--- config.mk ---
export PLATFORM = sky130hd
export DESIGN_NAME = pong_game_ctrl
export DESIGN_NICKNAME = d
export VERILOG_FILES = /design/src/rtl/pong_pkg.sv /design/src/rtl/bcd2_counter.sv /design/src/rtl/pong_game_ctrl.sv
export SDC_FILE = /design/constraint.sdc
export NUM_CORES = 1
export LEC_CHECK = 0
export BUFFER_PORTS_ARGS = -buffer_cell sky130_fd_sc_hd__buf_2
export CAP_MARGIN = 40
export CELL_PAD_IN_SITES_DETAIL_PLACEMENT = 0
export CELL_PAD_IN_SITES_GLOBAL_PLACEMENT = 1
export CORE_MARGIN = 2
export CORE_UTILIZATION = 41
export DETAILED_ROUTE_END_ITERATION = 7
export GPL_TIMING_DRIVEN = 0
export HOLD_SLACK_MARGIN = 0.15
export PLACE_DENSITY = 0.75
export SLEW_MARGIN = 40
export SYNTH_ARGS = -nofsm -noshare
export SYNTH_HDL_FRONTEND = slang
export SYNTH_SLANG_ARGS = --single-unit
--- constraint.sdc ---
create_clock -name clk -period 2.2 [get_ports clk]
set_input_delay 0.44 -clock clk [delete_from_list [all_inputs] [get_ports clk]]
set_output_delay 0.44 -clock clk [all_outputs]
set_load 0.1 [all_outputs]
--- src/rtl/pong_pkg.sv ---
`default_nettype none
// ============================================================================
//  Module   : pong_pkg
//  Purpose  : Shared types and constants for the pong game-control block:
//             the game state encoding and the BCD digit type.
//  Revision : 1.0  initial release
// ============================================================================
package pong_pkg;

   typedef enum logic [1:0] {
      NEWGAME = 2'd0,
      PLAY    = 2'd1,
      NEWBALL = 2'd2,
      OVER    = 2'd3
   } game_state_t;

   typedef logic [3:0] bcd_digit_t;

   localparam bcd_digit_t DIGIT_MAX = 4'd9;

endpackage
`default_nettype wire

--- src/rtl/bcd2_counter.sv ---
`default_nettype none
// ============================================================================
//  Module   : bcd2_counter
//  Purpose  : Two-digit BCD up-counter; 99 wraps to 00 with no carry out.
//  Ports    : clk    - system clock
//             rst_n  - asynchronous active-low reset (clears to 00)
//             clr    - synchronous clear to 00, takes priority over inc
//             inc    - increment by one
//             dig_1  - BCD tens digit
//             dig_0  - BCD units digit
//  Revision : 1.0  initial release
// ============================================================================
module bcd2_counter
   import pong_pkg::*;
(
   input  logic       clk,
   input  logic       rst_n,
   input  logic       clr,
   input  logic       inc,
   output bcd_digit_t dig_1,
   output bcd_digit_t dig_0
);

   always_ff @(posedge clk or negedge rst_n) begin
      if (!rst_n) begin
         dig_1 <= '0;
         dig_0 <= '0;
      end else if (clr) begin
         dig_1 <= '0;
         dig_0 <= '0;
      end else if (inc) begin
         // Compare with >= so a digit can never step past 9.
         if (dig_0 >= DIGIT_MAX) begin
            dig_0 <= '0;
            if (dig_1 >= DIGIT_MAX)
               dig_1 <= '0;
            else
               dig_1 <= dig_1 + 4'd1;
         end else begin
            dig_0 <= dig_0 + 4'd1;
         end
      end
   end

endmodule
`default_nettype wire

--- src/rtl/pong_game_ctrl.sv ---
`default_nettype none
// ============================================================================
//  Module   : pong_game_ctrl
//  Purpose  : Game sequencer for pong: new-game / play / new-ball / game-over
//             phases, ball counter, frame-tick hold timer and BCD score.
//  Ports    : clk            - system clock (pixel-clock domain)
//             rst_n          - asynchronous active-low reset
//             refr_tick      - one-cycle pulse per frame
//             btn[1:0]       - debounced paddle buttons (level)
//             hit            - ball struck paddle (pulse)
//             miss           - ball passed paddle (pulse)
//             score_dig_1/0  - BCD score tens / units
//             balls_left_dig - balls remaining
//             graph_still    - ball frozen (state != PLAY)
//             show_rules     - state == NEWGAME
//             show_game_over - state == OVER
//             game_state     - encoded current state
//  Revision : 1.0  initial release
// ============================================================================
module pong_game_ctrl
   import pong_pkg::*;
#(
   parameter int BALLS_INIT   = 3,
   parameter int TIMER_FRAMES = 120
) (
   input  logic       clk,
   input  logic       rst_n,
   input  logic       refr_tick,
   input  logic [1:0] btn,
   input  logic       hit,
   input  logic       miss,
   output bcd_digit_t score_dig_1,
   output bcd_digit_t score_dig_0,
   output logic [1:0] balls_left_dig,
   output logic       graph_still,
   output logic       show_rules,
   output logic       show_game_over,
   output logic [1:0] game_state
);

   localparam int TIMER_W = $clog2(TIMER_FRAMES + 1);

   game_state_t        state;
   game_state_t        state_next;
   logic [TIMER_W-1:0] timer;
   logic               timer_done;
   logic               btn_any;
   logic               timer_load;
   logic               ball_dec;
   logic               ball_reload;
   logic               score_inc;
   logic               score_clr;

   assign timer_done = (timer == '0);
   assign btn_any    = |btn;

   // ---------------------------------------------------------------- FSM
   always_ff @(posedge clk or negedge rst_n) begin
      if (!rst_n)
         state <= NEWGAME;
      else
         state <= state_next;
   end

   always_comb begin
      state_next  = state;
      timer_load  = 1'b0;
      ball_dec    = 1'b0;
      ball_reload = 1'b0;
      score_inc   = 1'b0;
      score_clr   = 1'b0;
      case (state)
         NEWGAME: begin
            if (btn_any) begin
               state_next = PLAY;
               ball_dec   = 1'b1;
            end
         end
         PLAY: begin
            // A miss swallows any same-cycle hit.
            if (miss) begin
               timer_load = 1'b1;
               if (balls_left_dig == 2'd0) begin
                  state_next = OVER;
               end else begin
                  state_next = NEWBALL;
                  ball_dec   = 1'b1;
               end
            end else if (hit) begin
               score_inc = 1'b1;
            end
         end
         NEWBALL: begin
            if (timer_done && btn_any)
               state_next = PLAY;
         end
         OVER: begin
            if (timer_done) begin
               state_next  = NEWGAME;
               score_clr   = 1'b1;
               ball_reload = 1'b1;
            end
         end
         default: state_next = NEWGAME;
      endcase
   end

   // ------------------------------------------------------- frame timer
   // A load wins over a coincident refr_tick, so that tick is not counted.
   always_ff @(posedge clk or negedge rst_n) begin
      if (!rst_n)
         timer <= '0;
      else if (timer_load)
         timer <= TIMER_W'(TIMER_FRAMES);
      else if (refr_tick && !timer_done)
         timer <= timer - TIMER_W'(1);
   end

   // ------------------------------------------------------ ball counter
   always_ff @(posedge clk or negedge rst_n) begin
      if (!rst_n)
         balls_left_dig <= 2'(BALLS_INIT);
      else if (ball_reload)
         balls_left_dig <= 2'(BALLS_INIT);
      else if (ball_dec)
         balls_left_dig <= balls_left_dig - 2'd1;
   end

   // ------------------------------------------------------------- score
   bcd2_counter u_score (
      .clk   (clk),
      .rst_n (rst_n),
      .clr   (score_clr),
      .inc   (score_inc),
      .dig_1 (score_dig_1),
      .dig_0 (score_dig_0)
   );

   // --------------------------------------------- registered status flags
   // Decoded from the next state so they line up with the state register.
   always_ff @(posedge clk or negedge rst_n) begin
      if (!rst_n) begin
         graph_still    <= 1'b1;
         show_rules     <= 1'b1;
         show_game_over <= 1'b0;
         game_state     <= NEWGAME;
      end else begin
         graph_still    <= (state_next != PLAY);
         show_rules     <= (state_next == NEWGAME);
         show_game_over <= (state_next == OVER);
         game_state     <= state_next;
      end
   end

endmodule
`default_nettype wire

==> Word-level counts from Yosys, hierarchy flattened <==
Index checks and enable logic that the tools add are counted.
Widths: inputs -> output; s select.
{ "classes": {"mux": 28, "reduce_logical": 13, "n_eq_ne": 5, "addsub": 4, "order_cmp": 2} }
{ "ops": {"columns": ["cell", "count"], "rows": [
  ["$mux 4", 7],
  ["$mux 7", 2],
  ["$mux 2", 6],
  ["$mux 1", 11],
  ["$add 4x1->4 const B", 2],
  ["$ge 4x4->1 const B", 2],
  ["$pmux 2 s4", 1],
  ["$reduce_bool 2->1", 4],
  ["$logic_not 7->1", 1],
  ["$sub 7x1->7 const B", 1],
  ["$eq 2x2->1 const B", 3],
  ["$logic_not 2->1", 3],
  ["$eq 2x1->1 const B", 1],
  ["$logic_and 1x1->1", 2],
  ["$ne 2x1->1 const B", 1],
  ["$pmux 1 s2", 1],
  ["$reduce_and 2->1", 1],
  ["$reduce_or 2->1", 1],
  ["$sub 2x1->2 const B", 1],
  ["$logic_not 1->1", 1]
]} }
{ "totals": {"inputBits": 7, "word_cells": 60, "output_inout_bits": 15, "reg_bits": 22} }

==> Depth between registers and ports, before layout <==
Gate-level depths: netlist of the first run.
{ "logic_depth": {"depth_word": 6, "ltp_mapped": 7, "mapped_depth_nobuf": 6} }

==> Cells and area by module <==
A second synthesis of the first run with hierarchy kept.
{ "unflattened": {"cells_unflattened": 124, "area_unflattened_um2": 1306.3} }
{ "modules_own_cells": {"columns": ["mod", "seq_area_each_um2", "n_inst", "cells_per_inst", "area_per_inst_um2"], "rows": [
  ["pong_game_ctrl", 355.3, 1, 77, 798.3],
  ["bcd2_counter", 200.2, 1, 47, 508.0]
]} }

==> Worst setup path after synthesis of the first run <==
Ideal clock, no wire load.
{ "synth_timing": {"path_type": "register to register", "startpoint": "register u_score.dig_0[1]", "endpoint": "register u_score.dig_1[3]", "setup_time_ps": 78, "n_path_buf": 0, "t_arrival_ps": 2231, "path_slack_ps": -109, "t_required_ps": 2122, "stages_incl_launch_ff": 7, "period_less_slack_ps": 2309, "cell_sequence": "dfrtp_1 inv_1 ha_1 or3b_2 nand3_1 o21ai_0 a21oi_1"} }
{ "synth_between": {"elab_chain_cells": 3} }
{ "synth_lines": {"columns": ["item", "line_no", "text"], "rows": [
  ["start: declaration", "bcd2_counter.sv:21", "output bcd_digit_t dig_0"],
  ["start signal: assignment", "bcd2_counter.sv:40", "dig_0 <= dig_0 + 4'd1;"],
  ["$ge 4x4->1", "bcd2_counter.sv:33", "if (dig_0 >= DIGIT_MAX) begin"],
  ["$reduce_bool 2->1 (no source line)", null, null],
  ["$reduce_and 2->1 (no source line)", null, null],
  ["end signal: assignment", "bcd2_counter.sv:38", "dig_1 <= dig_1 + 4'd1;"],
  ["end: declaration", "bcd2_counter.sv:20", "output bcd_digit_t dig_1,"]
]} }
Every way passes these cells.
A chain may end at the register's enable or synchronous reset.

==> Worst setup path in the final report of the first run <==
{ "layout_timing": {"startpoint": "register timer[0]", "endpoint": "register u_score.dig_0[2]"} }
{ "layout_between": {"elab_chain_cells": 4, "word_cells_on_any_way": 5, "classes_between": "3 x mux; 2 x reduce/logical"} }
{ "layout_lines": {"columns": ["item", "line_no", "text"], "rows": [
  ["start: declaration", "pong_game_ctrl.sv:45", "logic [TIMER_W-1:0] timer;"],
  ["start signal: assignment", "pong_game_ctrl.sv:114", "timer <= TIMER_W'(TIMER_FRAMES);"],
  ["start signal: assignment", "pong_game_ctrl.sv:116", "timer <= timer - TIMER_W'(1);"],
  ["$logic_not 7->1 *", "pong_game_ctrl.sv:54", "assign timer_done = (timer == '0);"],
  ["$mux 1 *", "pong_game_ctrl.sv:98", "if (timer_done) begin"],
  ["$mux 1 *", "pong_game_ctrl.sv:72", "case (state)"],
  ["$mux 4 or $reduce_bool 2->1 (tied branches)", null, null]
]} }
Every way passes the cells marked *; elsewhere a longest branch is shown, timed or not.

==> reports/qor.yml, run 1 <==
outcome: "complete, but fails checks"
violations: "DRC"
post-route-period-util_pct: 86.1
final_area_mm2: 0.00141
synth_top_cell_by_area: "dfrtp_1"
switching_power_mw: 1.02
grt_pass1_wl_um: 4150
grt.total_usage_pct: 15.5
dp_cells: 179
synth_nets: 142
combPwrFrac_pct: 54.6
dieWidth_um: 58.7
htreeDepth: 1
p_leak_nw: 0.631
hp-class: "in2reg"
multi_input_area_um2: 627
syn_to_final_growth_pct: 15.0
vias_per_cell: 5.37
start_util_pct: 43.7
peakVddDrop_mv: 0.666
clk_transition_reported_paths_ns: 0.12
first_pass_iters: 6
max_clock_freq_mhz: 528
die_area_mm2: 0.00344
yosys.area.top_type_share_pct: 36.8
rsz0062_at_grt: "no"
worst_setup_path_end_kind: "flop"
clkSinkCount: 22
min_delay_path_depth: 2
tightest_slew_ns: 0.494
ys_seq_area_share_pct: 45.4
min-delay-start: "refr_tick"
clk_path_buf_depth: 2
yosys-top-cells-area: "dfrtp_1 (37%), dfstp_2 (8.6%), ha_1 (8.2%), a21oi_1 (5.7%), nand2_1 (4.6%)"
dr_total_vias: 988
hold_viol: 0
reg2reg_depth: 7
power_frac_seq_pct: 35.5
finish.utilization_pct: 50.2
cp-start-kind: "flop"
rows: 19
intPower_mw: 0.877
ff2ff_setup_slack_ns: 0.31
grt_pass1_vias: 967
n_antenna_cell: 0
cts_resized: 0
synth-seq-cells: 22
antenna_found_initial: 0
nets: 169
regArea_um2: 559
io_buffers: 21
fillerInstances: 292
drv_slew: 0
place_area_mm2: 0.00137
root_buffer: "clkbuf_4"
required_ns: 2.41
ant_nets: 0
setup_violations: 0
clock-skew-final_ns: 0.0149
swShare_pct: 53.7
hold_end: "timer[1]"
syn_area_mm2: 0.00122
clockPowerShare_pct: 9.9
cts_made_buffers: 3
route.detailed.drc: 1
route.detailed.wl_per_inst_um: 13.1
pin_count: 22
die_y_um: 58.7
fin_crit_ns: 1.89
wl_um: 2410
cellPowerDensity_mw_per_mm2: 1350
r2r_start: "timer[0]"
clkLatencyLatePin_ns: 0.31
grt_max_degree: 23
maxCapViolCount: 0
avgSynthCellArea_um2: 9.65
ys_types: 35
worstReg2RegEnd: "u_score.dig_0[2]"
criticalPathCategory: "reg2reg"
yosysWarnings: 0
stdcell_count: 184
cts_tree: "built"
ctsHoldBuffers: 1
core_area_mm2: 0.00281
drt_iter0_markers: 39
finalSetupTns_ns: 0
cts_setup_buffers: 0
crit_fanout: 7
gr-total-overflow: 0
drive_above_1_share_pct: 26.1
synth_cells: 127
hpwl_um: 1780
gp_congestion: 0.771
crit_arrival_ns: 2.10
max-slew-margin-rel_pct: 67.1
[power by group through the flow]
stage / combinational, mW / clock, mW / sequential [mW]
after floorplan: 0.356 / 0 / 1.18
after global placement: 1.02 / 0 / 0.675
after detailed placement: 1.04 / 0 / 0.679
after CTS: 1.04 / 0.197 / 0.674
after global routing: 1.11 / 0.211 / 0.694
final: 1.04 / 0.188 / 0.672
[worst max-delay path, stage by stage (launching register included)]
cell and delay, ns:
dfrtp_1 0.41, inv_1 0.10, ha_1 0.19, or4b_4 0.52, nor2_4 0.17, and3_1 0.16, buf_2 0.19, a21oi_1 0.06
[cells in the final DEF, fill, tap and decap left out, types with 2 or more instances in the layout]
master | synthesis | final
nand3_1 | 7 | 7
ha_1 | 8 | 8
clkbuf_4 | 0 | 3
dfstp_2 | 4 | 4
a21oi_1 | 14 | 14
and3_1 | 2 | 2
nand2_1 | 15 | 15
dfrtp_1 | 18 | 15
nand3b_1 | 3 | 3
xor2_1 | 2 | 2
or3b_2 | 2 | 2
dfrtp_2 | 0 | 3
or3_1 | 3 | 3
clkbuf_1 | 2 | 3
or2_2 | 2 | 2
o211ai_1 | 2 | 2
xnor2_1 | 3 | 3
a21boi_0 | 2 | 2
o21ai_0 | 6 | 6
buf_2 | 1 | 22
o31ai_1 | 2 | 2
nand4b_1 | 2 | 2
nor2_1 | 6 | 6
inv_1 | 8 | 8
[per-layer routing]
layer,routed length (µm),vias to the layer above,GRT usage (%)
met4,21,0,3.90
met5,0,-,0
met2,1130,17,25.7
met1,1170,469,20.4
met3,93,2,3.96
li1,-,500,-
[per-stage QoR]
| step | setup slack (ns) | total power [mW] | hold slack [ns] |
|---|---|---|---|
| finish | 0.307 | 1.90 | 0.414 |
| CTS | 0.300 | 1.91 | 0.411 |
| global route | 0.143 | 2.02 | 0.421 |
| floorplan | 0.120 | 1.54 | 0.144 |
| global placement | 0.311 | 1.70 | 0.442 |
| detailed placement | 0.305 | 1.72 | 0.439 |
[state kept, by name (all words and copies together) (netlist names)]
register,cells
u_score.dig_1,4
timer,7
graph_still,1
show_rules,1
u_score.dig_0,4
game_state,2
show_game_over,1
balls_left_dig,2
[how the worst max path moves through the flow]
stage,slack (ns),startpoint,depth (start not counted),endpoint
6_report,0.31,timer[0],7,u_score.dig_0[2]
5_1_grt,0.14,timer[0],7,u_score.dig_1[1]
4_1_cts,0.30,timer[0],7,u_score.dig_0[2]
3_5_place_dp,0.30,timer[0],7,u_score.dig_0[2]
3_3_place_gp,0.31,timer[0],7,u_score.dig_0[0]
2_1_floorplan,0.12,game_state[0],4,u_score.dig_1[3]
[cell usage after synthesis (all sizes together)]
| cell type | instances |
|---|---|
| dfrtp | 18 |
| nand2 | 15 |
| a21oi | 14 |
| ha | 8 |
| inv | 8 |
| nand3 | 7 |
| nor2 | 7 |
| o21ai | 6 |
| dfstp | 4 |
| nand3b | 3 |
| or2 | 3 |
| or3 | 3 |
| xnor2 | 3 |
| a21boi | 2 |
| and3 | 2 |
| clkbuf | 2 |
| nand4b | 2 |
| o211ai | 2 |
| o31ai | 2 |
| or3b | 2 |
| xor2 | 2 |
| a21o | 1 |
| a311oi | 1 |
| a41o | 1 |
| and4bb | 1 |
| buf | 1 |
| nand2b | 1 |
| nand4bb | 1 |
| nor3 | 1 |
| nor4b | 1 |
| o21bai | 1 |
| or4b | 1 |
| or4bb | 1 |
[kinds of logic (layout without fill, tap and decap cells)]
logic type / after synthesis / after routing / synth area share, %
AOI/OAI and AO/OA: 30 / 30 / 14.6
xor gates and xnor gates: 5 / 5 / 3.58
adders and majority gates: 8 / 8 / 8.17
buffers and inverters: 11 / 37 / 3.47
DFF: 22 / 22 / 45.4
and+or+nand+nor: 51 / 51 / 24.8
[layout make-up]
class | instances | share of cell area [%]
flip-flops and latches | 22 | 39.7
well taps | 31 | 2.75
multi-input cells | 94 | 44.5
inverters | 8 | 2.13
plain buffers | 3 | 0.888
repair buffers | 22 | 8.17
clock buffers | 4 | 1.87
(Power assumes the default switching activity.)
==> run 2, diff against run 1 <==
==> constraint.sdc (replaced) <==
create_clock -name clk -period 2.2 [get_ports clk]
set_input_delay 0.11 -clock clk [delete_from_list [all_inputs] [get_ports clk]]
set_output_delay 0.11 -clock clk [all_outputs]
set_load 0.1 [all_outputs]
==> run 2 against run 1 <==
Net effect: the run still ends with DRC left; sequential power about the same; cell count increased by 2.7%; combinational power is essentially flat; clock power is essentially flat; clock skew is essentially flat.
==> reports/qor.yml, run 2 (same netlist as run 1, synthesis figures left out) <==
clkSinkCount: 22  # unchanged
cts_resized: 0  # unchanged
dr_total_vias: 1014  # was 988
largest_reg_flops: 7  # unchanged
clkLatencyLatePin_ns: 0.31  # about the same
place_area_mm2: 0.00137  # unchanged
cp_slowest_cell: "or4b_4"  # unchanged
cts_tree: "built"  # unchanged
cts_made_buffers: 3  # unchanged
route.detailed.wl_per_inst_um: 13.0  # was 13.1 µm
start_util_pct: 43.7  # unchanged
dieWidth_um: 58.7  # unchanged
htreeDepth: 1  # unchanged
cts_setup_buffers: 0  # unchanged
finish.utilization_pct: 52.0  # was 50.2%
wl_um: 2460  # was 2410 µm
gp_congestion: 0.771  # unchanged
hp-class: "in2async"  # was in2reg
pin_count: 22  # unchanged
met3_usage_pct: 3.96  # unchanged
combPwrFrac_pct: 55.0  # was 54.6%
worstReg2RegEnd: "u_score.dig_0[2]"  # unchanged
first_pass_iters: 6  # unchanged
grtUsageMet2_pct: 26.5  # was 25.7%
die_area_mm2: 0.00344  # unchanged
ant_nets: 0  # unchanged
rows: 19  # unchanged
drive_above_1_share_pct: 25.3  # was 26.1%
reg_top3: "timer (7), u_score.dig_0 (4), u_score.dig_1 (4)"  # unchanged
route.detailed.drc: 1  # unchanged
gr-total-overflow: 0  # unchanged
cp_slowest_stage_delay_ns: 0.52  # about the same
intPower_mw: 0.891  # was 0.877 mW
mostFrequentLayoutCells: "buf_2 (22), nand2_1 (15), dfrtp_1 (15), a21oi_1 (14)"  # unchanged
top_usage_layer: "met2"  # unchanged
top_register: "timer"  # unchanged
post-route-period-util_pct: 86.0  # was 86.1%
gr-usage-met1_pct: 20.3  # was 20.4%
fillerInstances: 289  # was 292
outcome: "complete, but fails checks"  # unchanged
clockPowerShare_pct: 9.9  # about the same
antenna_found_initial: 0  # unchanged
violations: "DRC"  # unchanged
grt_pass1_vias: 1000  # was 967
vias_per_cell: 5.37  # about the same
hold_ws_ns: 0.279  # was 0.414 ns
drt_iter0_markers: 31  # was 39
root_buffer: "clkbuf_4"  # unchanged
cellPowerDensity_mw_per_mm2: 1310  # was 1350 mW/mm²
reg2reg_depth: 7  # unchanged
peakVddDrop_mv: 0.673  # was 0.666 mV
core_area_mm2: 0.00281  # unchanged
clk_transition_reported_paths_ns: 0.12  # about the same
grt_max_degree: 23  # unchanged
ctsHoldBuffers: 6  # was 1
syn_to_final_growth_pct: 19.1  # was 15.0%
max_clock_freq_mhz: 528  # about the same
fin_crit_ns: 1.89  # about the same
power_frac_seq_pct: 35.2  # was 35.5%
clock-skew-final_ns: 0.0148  # was 0.0149 ns
max-slew-margin-rel_pct: 67.2  # was 67.1%
worst_setup_path_end_kind: "flop"  # unchanged
setup_violations: 0  # unchanged
clk_path_buf_depth: 2  # unchanged
setup_ws_ns: 0.307  # about the same
criticalPathCategory: "reg2reg"  # unchanged
required_ns: 2.41  # about the same
worstPathCellList: "inv_1 > ha_1 > or4b_4 > nor2_4 > and3_1 > buf_2 > a21oi_1"  # unchanged
finalSetupTns_ns: 0  # unchanged
critPathTopFamily: "simple AND/OR/NAND/NOR gates"  # unchanged
final_area_mm2: 0.00146  # was 0.00141 mm²
die_y_um: 58.7  # unchanged
crit_fanout: 7  # unchanged
io_buffers: 21  # unchanged
r2r_start: "timer[0]"  # unchanged
drv_slew: 0  # unchanged
path_buf_inv: 2  # unchanged
mostFrequentLayoutCell: "buf_2"  # unchanged
switching_power_mw: 1.02  # about the same
nets: 174  # was 169
swShare_pct: 53.4  # was 53.7%
tightest_slew_ns: 0.493  # was 0.494 ns
n_antenna_cell: 0  # unchanged
hold_viol: 0  # unchanged
cp-start-kind: "flop"  # unchanged
maxCapViolCount: 0  # unchanged
crit_arrival_ns: 2.10  # about the same
rsz0062_at_grt: "no"  # unchanged
p_leak_nw: 0.652  # was 0.631 nW
dp_slack_ns: 0.305  # unchanged
grt.total_usage_pct: 15.7  # was 15.5%
ff2ff_setup_slack_ns: 0.31  # about the same
hpwl_um: 1780  # unchanged
grt_pass1_wl_um: 4210  # was 4150 µm
-- run 2: cell count changes in the layout (fill, tap and decap cells not counted) --
cell           change
dlygate4sd3_1      +5
-- run 2: layer usage --
layer  routed length, µm  part of all wire (%)
met4                  21                  0.86
met1                1190                    48
met3                  91                   3.7
met2                1160                    47
met5                   0                     0
-- run 2: stage by stage --
stage               power [mW]  cells
detailed placement        1.72    179
floorplan                 1.54    127
CTS                       1.93    189
global placement          1.70    179
global route              2.04    189
finish                    1.91    189
-- run 2: worst max path at each step --
| stage | startpoint | endpoint | slack, ns | depth (start not counted) |
|---|---|---|---|---|
| final | timer[0] | u_score.dig_0[2] | 0.31 | 7 |
| after global routing | timer[0] | u_score.dig_1[1] | 0.14 | 7 |
| after CTS | timer[0] | u_score.dig_0[2] | 0.30 | 7 |
| after detailed placement | timer[0] | u_score.dig_0[2] | 0.30 | 7 |
| after global placement | timer[0] | u_score.dig_0[0] | 0.31 | 7 |
| after floorplan | game_state[0] | u_score.dig_1[3] | 0.12 | 4 |
-- run 2: layout make-up --
| cell class | count | area (µm²) | area share (%) |
|---|---|---|---|
| Inverter | 8 | 30.0 | 2.06 |
| Clock buffer | 4 | 26.3 | 1.80 |
| Timing Repair Buffer | 27 | 165 | 11.3 |
| Sequential cell | 22 | 559 | 38.3 |
| Multi-Input combinational cell | 94 | 627 | 43.0 |
| Tap cell | 31 | 38.8 | 2.66 |
| Buffer | 3 | 12.5 | 0.858 |
-- run 2: power groups by stage --
stage	clock network, mW	logic, mW	registers [mW]
2_1_floorplan	0	0.356	1.18
3_3_place_gp	0	1.02	0.675
3_5_place_dp	0	1.04	0.679
4_1_cts	0.197	1.06	0.674
5_1_grt	0.211	1.13	0.694
6_report	0.189	1.05	0.672
